File: src/rtl/lsu_mem_port.sv
// Load/store front-end for memory port B. It takes one request at a time,
// drives the aligned word access for one cycle, and absorbs the 1-cycle read
// latency. It returns the extended load data or a fault over valid/ready.
module lsu_mem_port #(
   parameter  int unsigned MEM_SIZE = 8192,
   localparam int unsigned ADDR_W   = $clog2(MEM_SIZE)
) (
   input  logic              clk,
   input  logic              rst,
   input  logic              req_valid,
   output logic              req_ready,
   input  logic [31:0]       req_addr,
   input  logic              req_we,
   input  logic [1:0]        req_size,
   input  logic              req_unsigned,
   input  logic [31:0]       req_wdata,
   output logic              resp_valid,
   input  logic              resp_ready,
   output logic [31:0]       resp_rdata,
   output logic              resp_fault,
   output logic [ADDR_W-1:0] mem_addr,
   output logic [31:0]       mem_wdata,
   input  logic [31:0]       mem_rdata,
   output logic [3:0]        mem_data_en,
   output logic              mem_write_en
);

   typedef enum logic [1:0] {IDLE, ISSUE, CAPTURE, RESP} state_t;

   state_t            state_q, state_d;
   logic              we_q, we_d;
   logic [1:0]        size_q, size_d;
   logic              uns_q, uns_d;
   logic [1:0]        off_q, off_d;
   logic [ADDR_W-1:0] maddr_q, maddr_d;
   logic [31:0]       mwdata_q, mwdata_d;
   logic [3:0]        men_q, men_d;
   logic              mwe_q, mwe_d;
   logic [31:0]       rdata_q, rdata_d;
   logic              fault_q, fault_d;

   logic              accept;
   logic              fault_c;
   logic [3:0]        lane_en;
   logic [31:0]       lane_wdata;
   logic [31:0]       load_ext;
   logic [7:0]        ld_byte;
   logic [15:0]       ld_half;

   assign accept = req_valid && (state_q == IDLE);

   // Request decode: fault detection, byte enables, and lane-replicated store data
   always_comb begin
      fault_c    = (req_addr[31:ADDR_W] != '0);
      lane_en    = 4'b1111;
      lane_wdata = req_wdata;
      unique case (req_size)
         2'b00: begin
            lane_en    = 4'b0001 << req_addr[1:0];
            lane_wdata = {4{req_wdata[7:0]}};
         end
         2'b01: begin
            fault_c    = fault_c || req_addr[0];
            lane_en    = 4'b0011 << {req_addr[1], 1'b0};
            lane_wdata = {2{req_wdata[15:0]}};
         end
         2'b10: fault_c = fault_c || (req_addr[1:0] != 2'b00);
         default: fault_c = 1'b1;
      endcase
   end

   // Load lane selection and sign/zero extension of the word returned by memory
   always_comb begin
      ld_byte  = mem_rdata[{off_q, 3'b000} +: 8];
      ld_half  = mem_rdata[{off_q[1], 4'b0000} +: 16];
      load_ext = mem_rdata;
      unique case (size_q)
         2'b00:   load_ext = uns_q ? {24'd0, ld_byte} : {{24{ld_byte[7]}}, ld_byte};
         2'b01:   load_ext = uns_q ? {16'd0, ld_half} : {{16{ld_half[15]}}, ld_half};
         default: load_ext = mem_rdata;
      endcase
   end

   // FSM state register
   always_ff @(posedge clk or posedge rst) begin
      if (rst) state_q <= IDLE;
      else     state_q <= state_d;
   end

   // FSM next-state logic
   always_comb begin
      state_d = state_q;
      unique case (state_q)
         IDLE:    if (accept) state_d = fault_c ? RESP : ISSUE;
         ISSUE:   state_d = CAPTURE;
         CAPTURE: state_d = RESP;
         RESP:    if (resp_ready) state_d = IDLE;
         default: state_d = IDLE;
      endcase
   end

   // FSM output decode: handshake flags depend on state only
   always_comb begin
      req_ready  = (state_q == IDLE);
      resp_valid = (state_q == RESP);
   end

   // Datapath next-state: latch the request, run the memory strobe, then capture the result
   always_comb begin
      we_d     = we_q;
      size_d   = size_q;
      uns_d    = uns_q;
      off_d    = off_q;
      maddr_d  = maddr_q;
      mwdata_d = mwdata_q;
      men_d    = men_q;
      mwe_d    = mwe_q;
      rdata_d  = rdata_q;
      fault_d  = fault_q;
      unique case (state_q)
         IDLE: begin
            if (accept) begin
               we_d   = req_we;
               size_d = req_size;
               uns_d  = req_unsigned;
               off_d  = req_addr[1:0];
               if (fault_c) begin
                  fault_d = 1'b1;
                  rdata_d = '0;
               end else begin
                  maddr_d  = {req_addr[ADDR_W-1:2], 2'b00};
                  men_d    = lane_en;
                  mwe_d    = req_we;
                  mwdata_d = lane_wdata;
               end
            end
         end
         ISSUE: begin
            men_d = '0;
            mwe_d = 1'b0;
         end
         CAPTURE: rdata_d = we_q ? '0 : load_ext;
         RESP: begin
            if (resp_ready) begin
               fault_d = 1'b0;
               rdata_d = '0;
            end
         end
         default: ;
      endcase
   end

   // Datapath registers; async reset drops the write strobe and enables together
   always_ff @(posedge clk or posedge rst) begin
      if (rst) begin
         we_q     <= 1'b0;
         size_q   <= '0;
         uns_q    <= 1'b0;
         off_q    <= '0;
         maddr_q  <= '0;
         mwdata_q <= '0;
         men_q    <= '0;
         mwe_q    <= 1'b0;
         rdata_q  <= '0;
         fault_q  <= 1'b0;
      end else begin
         we_q     <= we_d;
         size_q   <= size_d;
         uns_q    <= uns_d;
         off_q    <= off_d;
         maddr_q  <= maddr_d;
         mwdata_q <= mwdata_d;
         men_q    <= men_d;
         mwe_q    <= mwe_d;
         rdata_q  <= rdata_d;
         fault_q  <= fault_d;
      end
   end

   assign mem_addr     = maddr_q;
   assign mem_wdata    = mwdata_q;
   assign mem_data_en  = men_q;
   assign mem_write_en = mwe_q;
   assign resp_rdata   = rdata_q;
   assign resp_fault   = fault_q;

endmodule

File: config.mk
export PLATFORM = sky130hd
export DESIGN_NAME = lsu_mem_port
export DESIGN_NICKNAME = d
export VERILOG_FILES = /design/src/rtl/lsu_mem_port.sv
export SDC_FILE = /design/constraint.sdc
export NUM_CORES = 1
export LEC_CHECK = 0
export CORE_ASPECT_RATIO = 0.75
export CORE_MARGIN = 4
export CORE_UTILIZATION = 50
export CTS_BUF_LIST = sky130_fd_sc_hd__clkbuf_4
export DETAILED_ROUTE_END_ITERATION = 16
export DONT_BUFFER_PORTS = 1
export PLACE_DENSITY = 0.68
export SLEW_MARGIN = 20
export SYNTH_ARGS = -nofsm -noshare
export SYNTH_HDL_FRONTEND = slang
export SYNTH_SLANG_ARGS = --single-unit
File: constraint.sdc
create_clock -name clk -period 3.2 [get_ports clk]
set_input_delay 0.64 -clock clk [delete_from_list [all_inputs] [get_ports clk]]
set_output_delay 0.64 -clock clk [all_outputs]
set_load 0.02 [all_outputs]
---- After elaboration in Yosys (flattened, before gate mapping) ----
Index checks and enable logic that the tools add are counted.
W data, S select, Z words.
word-level totals
  output and inout bits ................... 85
  logic and storage cells ................. 68
  input port bits ......................... 104
  register bits ........................... 89
cells by class
  bitwise logic cells ..................... 1
  shifts and indexed selects .............. 4
  muxes and demuxes ....................... 25
  equality and inequality tests ........... 10
  reductions and logical operators ........ 17
operators with widths
  operator               count
  $mux W32               6
  $pmux W32 S2           2
  $pmux W32 S3           1
  $shiftx A32 B6 Y16     1
  $shiftx A32 B6 Y8      1
  $reduce_bool A19 Y1    1
  $pmux W4 S2            2
  $mux W4                2
  $pmux W2 S4            1
  $reduce_and A4 Y1      2
  $eq A2 B1 Y1 const B   3
  $eq A2 B2 Y1 const B   3
  $logic_not A2 Y1       3
  $mux W2                3
  $ne A2 B1 Y1 const B   3
  $reduce_and A3 Y1      2
  $reduce_bool A2 Y1     3
  $mux W1                5
  $pmux W1 S2            2
  $reduce_and A2 Y1      2
  $shl A1 B2 Y4 const A  1
  $shl A2 B2 Y4 const A  1
  $pmux W1 S3            1
  $reduce_bool A3 Y1     1
  other kinds (4)        5

---- Logic depth before layout (Yosys ltp) ----
  depth after elaboration ................. 6
  gate-level depth with buffers ........... 10
  gate-level depth less buffers ........... 7

---- Least setup slack after synthesis ----
No wires, ideal clock.
  kind .................................... reg2reg
  start point ............................. register state_q[0]
  end point ............................... register men_q[2], in the netlist mem_data_en[2]
  path buffers ............................ 2
  setup time .............................. 132 ps
  data required time ...................... 3068 ps
  data arrival time ....................... 2087 ps
  slack ................................... 981 ps
  cell stages (with the launch flop) ...... 10
  clock period less this slack ............ 2219 ps
  cell sequence ........................... dfrtp_1 > inv_1 > ha_1 > buf_4 > nand2b_1 > or4b_1 > o31a_1 > buf_2 > a21oi_1 > a211oi_2
on the way
  cells in the longest elaborated chain, start to end .. 4
  elaborated cells on any way between the ends .. 8
  classes of those cells .................. 3 x eq/ne; 1 x mux; 4 x reduce/logical
RTL lines
  element                      line  text
  start, declared              30    state_t state_q, state_d;
  start signal, assigned       87    else state_q <= state_d;
  $logic_not A2 Y1 (*)         n/a
  named net req_ready          11    output logic req_ready,
  $logic_and A1 B1 Y1          50    assign accept = req_valid && (state_q == IDLE);
  $ne A2 B1 Y1 (no line)       n/a
  $reduce_and A3 Y1 (no line)  n/a
  end signal, assigned         173   men_q <= men_d;
  end, declared                37    logic [3:0] men_q, men_d;
The timed path passes the listed nets; every way through them passes the cells marked *.
A chain may end at the register's enable or synchronous reset.

---- Worst setup path after layout ----
  start point ............................. register state_q[1]
  end point ............................... register mwdata_q[6], in the netlist mem_wdata[6]
on the way
  cells in the longest elaborated chain, start to end .. 3
RTL lines
  element                          line  text
  $logic_not A2 Y1 (*)             n/a
  named net req_ready              11
  $logic_and A1 B1 Y1              50
  $reduce_and A3 Y1 (no line) (*)  n/a
  end signal, assigned             172   mwdata_q <= mwdata_d;
  end, declared                    36    logic [31:0] mwdata_q, mwdata_d;
Marks and branches as above.

==> impl_metrics.toml <==
[run_status]
outcome = "completed"

[worst_setup_path]
worstPathMaxFanout = 65
criticalPathCategory = "register to register"
cp-start-kind = "register"
timing.rr.start = "state_q[1]$_DFFE_PP0P_"
critPathSlowestCell = "or4b_1"
slowest_delay_ns = 0.55
crit_chain = "inv_1, ha_1, nand2b_1, or4b_1, o31a_2, buf_12, mux2_2"
startpoint = "state_q[1]$_DFFE_PP0P_"
cp.required_ns = 3.51
reg2reg_setup_slack_ns = 0.58
worst_setup_path_end_kind = "register"
critPathArrivalTime_ns = 2.93
critical-path-top-delay-family = "simple AND/OR/NAND/NOR gates"
critPathBufInv = 2

[sta]
fin_hold_ws_ns = 0.171
hold_viol_final = 0
tightest_slew_ns = 0.715
slew_headroom_pct = 52.3
setup_viol = 0
period_share_pct = 81.7
setup_tns_ns = 0
rsz0062_at_grt = "no"
finalCriticalPeriod_ns = 2.62
skew_ns = 0.0161
fmax_ghz = 0.382
maxSlewViolCount = 0

[global_route]
grt-ovfl-total = 0
antenna_found_initial = 0
grt_pass1_wl_mm = 18.4
grt.total_usage_pct = 21.7
met1_usage_pct = 29.2
grt-busiest-layer = "met2"
grt.met2_usage_pct = 32.4
first_global_vias = 3296
grt_use_met3_pct = 9.79
grt_max_degree = 66

[synthesis]
ys_ff_latch = 89
async_flop_share_pct = 100
syn_inst = 456
synth_area_um2 = 4490
synth_edf_count = 0
synth.avg_cell_area_um2 = 9.84
synth_flop_cell = "dfrtp_1"
ys_seq_area_share_pct = 49.6
ys_warn_count = 0
synth.distinct_cells = 48

[clock_tree]
cts_made_buffers = 9
cts_hold_buffers = 0
cts.path.max_buffers = 2
cts_sinks = 89
cts_tree = "built"
cts_setup_buffers = 0
cts_max_level = 3
cts.clk_slew.worst_paths_ns = 0.14
clock_latency_ns = 0.43
root_buffer = "clkbuf_4"
cts_resized = 0

[cells_and_area]
layout_commonest_cell = "dfrtp_1"
layout.nets = 551
drive_gt1_share_pct = 14.2
nFillCells = 792
num_antenna_cells = 0
layout_common_cells = "89 x dfrtp_1, 77 x nand2_1, 49 x o21ai_0"
area_growth_syn_to_layout_pct = 4.24

[place]
place.gp.congestion = 0.827
dp_hpwl_mm = 8.89
io_buffers = 0

[route]
wl_mm = 11.8
drc_errors = 0
wire_per_inst_um = 21.3
final_antenna_net_count = 0
dr.pass1.iters = 5
via_count = 3310
viasPerCell = 6.00
drt_iter0_drc = 223

[floorplan]
die_h_um = 90.1
initial_core_util_pct = 52.2
core_area_um2 = 8600
dieWidth_um = 117
die_area_um2 = 10600
ios = 189
row_count = 29

[power]
p_leak_nw = 2.07
peakVddDrop_v = 0.000530
p_per_area_nw_per_um2 = 1000

[job]
drv_cap = 0

[min_path]
hold_class = "input pin to asynchronous set/reset pin"
[metrics by stage]
step | cell area [um2] | total power [mW] | std cells | util [%] | setup slack [ns]
2_1_floorplan | 4490 | 3.72 | 457 | - | 0.253
3_3_place_gp | 4540 | 4.01 | 536 | 52.7 | 0.740
3_5_place_dp | 4540 | 4.07 | 536 | 52.7 | 0.643
4_1_cts | 4680 | 4.72 | 552 | 54.4 | 0.607
5_1_grt | 4680 | 5.02 | 552 | 54.4 | 0.503
6_report | 4680 | 4.68 | 552 | 54.4 | 0.584
[power breakdown]
group          switching [mW]  total, mW  internal [mW]
registers               0.976       2.58           1.61
logic                   0.854       1.45          0.599
clock network           0.392      0.642          0.250
total                    2.22       4.68           2.46
[final timing paths]
| path | end | cells after the start |
|---|---|---|
| worst min register to register | we_q$_DFFE_PP0P_ | 1 |
| worst max register to register | mem_wdata[6]$_DFFE_PP0P_ | 7 |
| min in group clk | mem_write_en$_DFFE_PP0P_ | 1 |
| max in group asynchronous | mem_write_en$_DFFE_PP0P_ | 2 |
| worst min-delay path | mem_wdata[30]$_DFFE_PP0P_ | 1 |
| worst max-delay path | mem_wdata[6]$_DFFE_PP0P_ | 7 |
[cell families (layout without fill, tap and decap cells)]
group	after synthesis	count (layout)	share of synthesized area [%]
compound gates	145	145	20.1
simple gates	126	126	12.6
flops	89	89	49.6
buf+inv	45	32	4.60
mux	42	42	10.8
fa+ha+maj	8	8	2.23
other cells	1	2	0.0835
[final cells by class]
| type | instances | area, um2 | share of cell area, % |
|---|---|---|---|
| inverter | 9 | 35.0 | 0.749 |
| timing repair buffer | 7 | 77.6 | 1.66 |
| clock buffer | 10 | 75.1 | 1.60 |
| multi-input combinational | 323 | 2060 | 44.0 |
| sequential | 89 | 2230 | 47.6 |
| tap | 108 | 135 | 2.89 |
| clock inverter | 6 | 68.8 | 1.47 |
[sequential cells by signal, summed over array words and instances, names as in the netlist]
name          flops
resp_rdata       32
uns_q             1
state_q           2
mem_data_en       4
we_q              1
mem_write_en      1
mem_wdata        32
off_q             2
resp_fault        1
size_q            2
mem_addr         11
[metal layers]
layer / wire (um) / share of wire [%] / up-vias
li1: - / - / 1592
met1: 5160 / 44 / 1561
met2: 5330 / 45 / 149
met3: 1220 / 10 / 8
met4: 67 / 0.57 / 0
met5: 0 / 0 / -
[Yosys cell counts (3+ instances only)]
master / count / area share, %
inv_1: 9 / 0.75
a22o_1: 7 / 1.4
o221ai_1: 8 / 1.6
nor2b_1: 7 / 0.98
mux2_2: 30 / 7.5
buf_1: 3 / 0.25
a21o_1: 3 / 0.50
nand2_1: 77 / 6.4
o21ai_1: 12 / 1.3
a21oi_1: 32 / 3.6
buf_4: 4 / 0.67
nor2_1: 11 / 0.92
a22oi_1: 8 / 1.3
ha_1: 8 / 2.2
a31oi_1: 7 / 0.98
dfrtp_1: 89 / 50
o21ai_0: 49 / 5.5
nor4_1: 4 / 0.56
o31ai_1: 7 / 1.2
a32o_1: 3 / 0.67
nor3_1: 10 / 1.1
clkbuf_1: 16 / 1.3
nand2b_1: 4 / 0.56
buf_2: 12 / 1.3
mux2i_1: 10 / 2.2
[worst register-to-register path, cell delays in order (launching register included)]
cell,delay (ns)
dfrtp_1,0.45
inv_1,0.10
ha_1,0.46
nand2b_1,0.15
or4b_1,0.55
o31a_2,0.24
buf_12,0.24
mux2_2,0.32
(Power assumes the default switching activity.)
